`config.mk`:
```
export PLATFORM = sky130hd
export DESIGN_NAME = cmp_minmax_scan
export DESIGN_NICKNAME = d
export VERILOG_FILES = /design/src/rtl/cmp_minmax_scan.sv
export SDC_FILE = /design/constraint.sdc
export NUM_CORES = 1
export LEC_CHECK = 0
export ABC_AREA = 1
export CORE_MARGIN = 10
export CORE_UTILIZATION = 48
export CTS_CLUSTER_SIZE = 24
export DETAILED_ROUTE_END_ITERATION = 8
export GPL_TIMING_DRIVEN = 0
export HOLD_SLACK_MARGIN = 0.06
export PLACE_DENSITY = 0.86
export SYNTH_ARGS = -nofsm -noshare
export SYNTH_HDL_FRONTEND = slang
export SYNTH_SLANG_ARGS = --single-unit
```
`constraint.sdc`:
```
create_clock -name clk -period 2.19 [get_ports clk]
set_input_delay 0.657 -clock clk [delete_from_list [all_inputs] [get_ports clk]]
set_output_delay 0.657 -clock clk [all_outputs]
set_load 0.01 [all_outputs]
```
`src/rtl/cmp_minmax_scan.sv`:
```
// Burst min/max scanner wrapped around a shared 32-bit magnitude comparator.
// Each sample after the first is compared once against min, then once against max.
module cmp_minmax_scan #(
    parameter int WIDTH = 32,
    parameter int CNT_W = 8
) (
    input  logic             clk,
    input  logic             rst_n,
    input  logic             start,
    input  logic [CNT_W-1:0] len,
    input  logic             sign,
    input  logic             in_valid,
    input  logic [WIDTH-1:0] in_data,
    output logic             in_ready,
    output logic [WIDTH-1:0] cmp_a,
    output logic [WIDTH-1:0] cmp_b,
    output logic             cmp_sign,
    input  logic             cmp_gr,
    input  logic             cmp_lt,
    input  logic             cmp_eq,
    output logic [WIDTH-1:0] min_val,
    output logic [WIDTH-1:0] max_val,
    output logic [CNT_W-1:0] min_idx,
    output logic [CNT_W-1:0] max_idx,
    output logic             busy,
    output logic             done,
    output logic             empty,
    output logic             cmp_err,
    output logic [2:0]       dbg_state
);

    typedef enum logic [2:0] {
        IDLE    = 3'd0,
        FETCH   = 3'd1,
        CMP_MIN = 3'd2,
        CMP_MAX = 3'd3,
        DONE    = 3'd4
    } state_t;

    state_t           state, state_nx;
    logic [CNT_W-1:0] len_q;
    logic [CNT_W-1:0] idx_q;
    logic             sign_q;
    logic [WIDTH-1:0] sample_q;
    logic             xfer;
    logic             flags_ok;
    logic             last_cmp;
    logic             first;

    // Stream handshake: a sample moves on a rising edge where in_valid and
    // in_ready are both high; in_ready is high exactly while in FETCH, and
    // in_valid may stay low for any number of cycles without penalty.
    assign in_ready = (state == FETCH);
    assign xfer     = in_ready && in_valid;
    assign first    = (idx_q == '0);
    assign flags_ok = $onehot({cmp_gr, cmp_lt, cmp_eq});
    assign last_cmp = ((idx_q + CNT_W'(1)) == len_q);

    assign cmp_sign  = sign_q;
    assign cmp_a     = (state == CMP_MIN || state == CMP_MAX) ? sample_q : '0;
    assign cmp_b     = (state == CMP_MIN) ? min_val :
                       (state == CMP_MAX) ? max_val : '0;
    assign dbg_state = state;

    always_ff @(posedge clk or negedge rst_n) begin
        if (!rst_n) state <= IDLE;
        else        state <= state_nx;
    end

    always_comb begin
        state_nx = state;
        case (state)
            IDLE: begin
                if (start) state_nx = (len == '0) ? DONE : FETCH;
            end
            FETCH: begin
                if (xfer) begin
                    if (first) state_nx = (len_q == CNT_W'(1)) ? DONE : FETCH;
                    else       state_nx = CMP_MIN;
                end
            end
            CMP_MIN: state_nx = CMP_MAX;
            CMP_MAX: state_nx = last_cmp ? DONE : FETCH;
            DONE:    state_nx = IDLE;
            default: state_nx = IDLE;
        endcase
    end

    always_ff @(posedge clk or negedge rst_n) begin
        if (!rst_n) begin
            len_q    <= '0;
            idx_q    <= '0;
            sign_q   <= 1'b0;
            sample_q <= '0;
            min_val  <= '0;
            max_val  <= '0;
            min_idx  <= '0;
            max_idx  <= '0;
            busy     <= 1'b0;
            done     <= 1'b0;
            empty    <= 1'b0;
            cmp_err  <= 1'b0;
        end else begin
            done <= (state_nx == DONE);
            busy <= (state_nx == FETCH) || (state_nx == CMP_MIN) || (state_nx == CMP_MAX);
            case (state)
                IDLE: begin
                    if (start) begin
                        len_q   <= len;
                        sign_q  <= sign;
                        idx_q   <= '0;
                        cmp_err <= 1'b0;
                        empty   <= 1'b0;
                        if (len == '0) begin
                            empty   <= 1'b1;
                            min_val <= '0;
                            max_val <= '0;
                            min_idx <= '0;
                            max_idx <= '0;
                        end
                    end
                end
                FETCH: begin
                    if (xfer) begin
                        // The first sample seeds both extremes without a compare.
                        if (first) begin
                            min_val <= in_data;
                            max_val <= in_data;
                            min_idx <= '0;
                            max_idx <= '0;
                            idx_q   <= CNT_W'(1);
                        end else begin
                            sample_q <= in_data;
                        end
                    end
                end
                CMP_MIN: begin
                    if (!flags_ok) begin
                        cmp_err <= 1'b1;
                    end else if (cmp_lt) begin
                        min_val <= sample_q;
                        min_idx <= idx_q;
                    end
                end
                CMP_MAX: begin
                    if (!flags_ok) begin
                        cmp_err <= 1'b1;
                    end else if (cmp_gr) begin
                        max_val <= sample_q;
                        max_idx <= idx_q;
                    end
                    idx_q <= idx_q + CNT_W'(1);
                end
                default: ;
            endcase
        end
    end

endmodule

```
==> impl_metrics.toml, run 1 <==
[synth]
synth.net_count = 929
yosys.area_share.xor_xnor_pct = 0.252
yosysMostFrequentCell = "nand2_1"
synthFlopType = "dfrtp_1"
yosys.area_share.simple_pct = 20.9
netlist_top_cells_count = "nand2_1 (248), dfrtp_1 (136), o21ai_0 (123)"
yosysUniqueCellTypes = 37
syn_area_um2 = 6950
synth-seq-cells = 136
yosys_warnings = 0
asyncSetResetFlopFracSynth_pct = 100
avgSynthCellArea_um2 = 7.92
synth_edf_count = 0
ys_seq_area_share_pct = 48.9
yosys.area_share.adder_pct = 0.648
synth_top_area_cell = "dfrtp_1"
synthCells = 878
ys_top_cells_by_area = "dfrtp_1 (49%), nand2_1 (13%), o21ai_0 (8.9%), o22ai_1 (5.8%), inv_1 (4.8%)"
synth_compound_area_share_pct = 19.7
synth_top_family_by_area = "simple AND/OR/NAND/NOR gates"
synth_top_area_share_pct = 48.9
muxShareOfSynthArea_pct = 0

[cells_and_area]
syn_to_final_growth_pct = 51.3
final_nets = 1186
diodes = 0
final_cells = 1328
drive_gt1_share_pct = 20.8
nFillCells = 1018

[worst_setup_path]
required_ns = 1.53
cp.buffers_inverters = 4
slowest_stage = "dfrtp_1"
r2r_end = "max_val[24]"
path_delay_family = "buffers and inverters"
reg2reg_from = "idx_q[0]"
cp.arrival_ns = 1.74
worst_setup_path_end_kind = "output pin"
reg2reg_depth = 9
rrSetupSlack_ns = 0.13
crit_chain = "inv_2 > nand2_8 > nor2_4 > buf_12 > clkbuf_16 > a22o_1 > buf_2"
endpoint = "cmp_b[0]"
worst-path-max-fanout = 6
path_depth = 7
startpoint_type = "flip-flop"
worstSetupPathType = "reg -> out"
max_stage_delay_ns = 0.39
crit_path_start = "dbg_state[2]"

[timing]
finalWorstSetupSlack_ns = -0.206
skew_ns = 0.00797
fmax_mhz = 417
tightest_slew_ns = 0.735
maxSlewViolCount = 0
hold_ws_ns = 0.225
period_needed_ns = 2.40
setup_viol = 53
slew_headroom_pct = 51.0
post-route-period-util_pct = 109
final_hold_viol_count = 0
rsz0062_at_grt = "true"

[die]
die_area_um2 = 19700
die_h_um = 140
pin_count = 201
rows = 43
initial_utilization_pct = 49.5
core_area_um2 = 14000
fp.dieW_um = 140

[run_status]
status = "finished, violations left"
failed_checks = "negative setup slack"

[grt]
grt_pass1_vias = 7375
met1_usage_pct = 29.7
antenna_found_initial = 0
grt_pass1_wl_um = 39800
grt.busiest_layer = "met2"
grt_usage_pct = 25.1
grt_use_met2_pct = 41.0
overflow = 0
grt_use_met3_pct = 6.93
grt_max_degree = 71

[route]
drc = 0
post_drt_wl_per_cell_um = 19.5
first_pass_iters = 7
drtIter0Drc = 761
via_per_inst = 5.64
wl_um = 25900
vias = 7492
ant_nets = 0

[job]
max_cap_viol_count = 0

[power_and_ir_drop]
power.leakage_uw = 0.00515
p_per_area_nw_per_um2 = 1440
ir_drop_mv = 0.722

[place]
place_congestion = 0.884
placed_cells = 1259
place_hpwl_um = 17500
io_buffers = 200
post-place-ws_ns = -0.763

[clock_tree]
cts_buffers = 17
cts_root_buffer = "clkbuf_16"
cts_tree = "done"
cts.sinks = 136
insertion_delay_ns = 0.43
cts_buffer_depth = 2
h-tree-depth = 4
cts.clk_slew.worst_paths_ns = 0.05

[min_path]
hp-class = "in -> async"
stage by stage:
| step | TNS, ns | total power (uW) | instance area (um2) | utilization, % |
|---|---|---|---|---|
| floorplan | 0 | 7890 | 6950 | - |
| global placement | -731.49 | 10800 | 9180 | 65.4 |
| detailed placement | -72.29 | 11000 | 9210 | 65.6 |
| CTS | -6.12 | 14300 | 10100 | 71.7 |
| global route | -8.97 | 15900 | 10500 | 74.9 |
| finish | -6.38 | 15100 | 10500 | 74.9 |
final cells by class:
class                      count  area [um2]  area share (%)
buffer                        61         534            5.08
sequential                   136        3410            32.4
clock inverter                 7        65.1           0.619
multi-input combinational    587        3150            29.9
inverter                      94         355            3.38
tap                          180         225            2.14
timing repair buffer         238        2270            21.5
clock buffer                  25         515            4.90
kinds of logic after synthesis:
kind of cell / count (synthesis)
AND/OR/NAND/NOR: 351
AO/OA/AOI/OAI: 231
buffers and inverters: 155
flip-flops: 136
adder cells (fa/ha/maj): 3
XOR/XNOR: 2
cells in the final DEF, fill, tap and decap left out, types with 8 or more instances in the layout:
cell,n
clkdlybuf4s50_1,128
dfrtp_1,134
clkbuf_1,15
nor2_4,29
o22ai_1,64
nand3_1,32
nor2_1,22
nand2_1,243
clkbuf_2,9
buf_2,52
a22o_1,32
o21ai_1,12
buf_6,36
buf_12,8
buf_4,26
o21ai_0,115
inv_1,88
clkbuf_8,9
clkbuf_16,23
how the worst min path moves through the flow:
stage	start	endpoint	slack [ns]
2_1_floorplan	rst_n	busy	0.36
3_5_place_dp	cmp_sign	cmp_sign	0.47
5_1_grt	rst_n	len_q[2]	0.28
3_3_place_gp	cmp_sign	cmp_sign	0.46
4_1_cts	rst_n	len_q[2]	0.25
6_report	rst_n	len_q[2]	0.22
power by group:
part	switching, uW	total [uW]	internal, uW
Combinational	4830	8210	3380
Clock	1070	2810	1730
Sequential	654	4080	3420
state kept, by name, summed over array words and instances, names as in the netlist:
register / flops
max_idx: 8
max_val: 32
empty: 1
idx_q: 8
min_val: 32
dbg_state: 3
min_idx: 8
sample_q: 32
len_q: 8
busy: 1
cmp_err: 1
cmp_sign: 1
done: 1
repair_timing:
action / in CTS / in global routing
gates cloned: 6 / 4
hold buffers: 0 / 0
resized for setup: 353 / 110
setup buffers: 19 / 8
endpoints found under the setup margin: 146 / 165
pin swaps: 15 / 14
routing by layer:
layer  up-vias  share of wire (%)
li1       3422                  -
met1      3532                 37
met2       453                 49
met3        85                9.8
met4         0                4.3
met5         -                  0
No activity file was read; power rests on OpenSTA's default activity.
==> inputs of run 2 (changes only) <==
--- a/config.mk
+++ b/config.mk
@@ -16,3 +16,4 @@
 export SYNTH_ARGS = -nofsm -noshare
 export SYNTH_HDL_FRONTEND = slang
 export SYNTH_SLANG_ARGS = --single-unit
+export TNS_END_PERCENT = 1
==> impl_metrics.toml, run 2 (synthesized netlist as in run 1, its figures left out) <==
[power_and_ir_drop]
ir_drop_mv = 0.705
power.leakage_uw = 0.00499
p_per_area_nw_per_um2 = 1430

[die]
core_area_um2 = 14000
die_h_um = 140
pin_count = 201
rows = 43
die_area_um2 = 19700
fp.dieW_um = 140
initial_utilization_pct = 49.5

[timing]
finalWorstSetupSlack_ns = -0.209
hold_ws_ns = 0.224
maxSlewViolCount = 0
skew_ns = 0.00893
tightest_slew_ns = 0.651
rsz0062_at_grt = "true"
fmax_mhz = 417
setup_viol = 50
period_needed_ns = 2.40
slew_headroom_pct = 56.6
finalSetupTns_ns = -5.72
post-route-period-util_pct = 110
final_hold_viol_count = 0

[worst_setup_path]
reg2reg_depth = 8
worst-path-max-fanout = 6
cp.arrival_ns = 1.74
startpoint_type = "flip-flop"
worstSetupPathType = "reg -> out"
rrSetupSlack_ns = -0.02
required_ns = 1.53
worst_setup_path_end_kind = "output pin"

[clock_tree]
cts.clk_slew.worst_paths_ns = 0.06
insertion_delay_ns = 0.43
cts_buffers = 17
cts.sinks = 136
h-tree-depth = 4
cts_buffer_depth = 2
cts_root_buffer = "clkbuf_16"
cts_tree = "done"

[route]
drc = 0
ant_nets = 0
via_per_inst = 5.49
first_pass_iters = 5
drtIter0Drc = 564
post_drt_wl_per_cell_um = 18.8
wl_um = 24700
vias = 7193

[min_path]
hp-class = "in -> async"

[grt]
antenna_found_initial = 0
grt_max_degree = 71
overflow = 0
grt_usage_pct = 24.7
grt_pass1_vias = 7248
grt_pass1_wl_um = 39200

[place]
post-place-ws_ns = -0.763
io_buffers = 200
placed_cells = 1259
place_hpwl_um = 17500
place_congestion = 0.884

[run_status]
status = "finished, violations left"
failed_checks = "negative setup slack"

[cells_and_area]
nFillCells = 1112
mostFrequentLayoutCells = "nand2_1 (246), dfrtp_1 (135), clkdlybuf4s50_1 (128)"
layout_commonest_cell = "nand2_1"
final_cells = 1311
syn_to_final_growth_pct = 44.9
final_nets = 1169
post-route-util_pct = 71.8
drive_gt1_share_pct = 17.9
diodes = 0
reg_top3 = "max_val x32, min_val x32, sample_q x32"

[job]
max_cap_viol_count = 0
==> run 2: cell types whose count changed in the layout (fill, tap and decap cells not counted), sizes merged <==
cell,before,now
dlymetal6s2s,0,2
clkbuf,59,52
clkdlybuf4s15,0,9
dlygate4sd2,6,4
buf,131,112
==> run 2: through the flow <==
| step | total power [uW] | cell area [um2] |
|---|---|---|
| 6_report | 14400 | 10100 |
| 5_1_grt | 15300 | 10100 |
| 4_1_cts | 14200 | 10000 |
| 3_5_place_dp | 11000 | 9210 |
| 3_3_place_gp | 10800 | 9180 |
| 2_1_floorplan | 7890 | 6950 |
==> run 2: worst paths after layout <==
path,from,to
max reg2reg,idx_q[0],sample_q[24]
min,rst_n,len_q[2]
max in group asynchronous,rst_n,max_val[15]
min reg2reg,cmp_sign,cmp_sign
max,dbg_state[2],cmp_b[2]
min in group clk,cmp_sign,cmp_sign
==> run 2: final cells by class <==
cell class                      instances  area (um2)  area share, %
Timing Repair Buffer                  221        2010           19.9
Clock inverter                          7        65.1          0.646
Sequential cell                       136        3400           33.8
Tap cell                              180         225           2.23
Multi-Input combinational cell        587        2990           29.7
Buffer                                 61         515           5.12
Inverter                               94         353           3.50
Clock buffer                           25         515           5.12
==> run 2: repair_timing <==
item,CTS,global route
gates resized for setup,331,57
cloned,4,0
hold buffers,0,0
pin swaps,13,10
buffers inserted,16,0
endpoints found under the setup margin,146,165
==> run 2: where the power goes <==
group | leakage (uW) | internal [uW] | switching [uW]
Clock | 0.000285 | 1730 | 1080
Sequential | 0.00176 | 3420 | 638
Combinational | 0.00294 | 3060 | 4490
Total | 0.00499 | 8210 | 6210
==> run 2: worst max-delay path, stage by stage (launching register included) <==
cell	delay, ns
dfrtp_1	0.39
inv_2	0.11
nand2_8	0.08
nor2_4	0.13
buf_12	0.15
clkbuf_16	0.15
a22o_1	0.16
buf_2	0.14
==> run 2: routing by layer <==
metal	vias to the layer above	routed length, um	track usage, %
met5	-	0	0
met4	0	924	11.0
met3	62	2030	7.23
met2	329	12100	40.6
met1	3416	9690	29.1
li1	3386	-	-
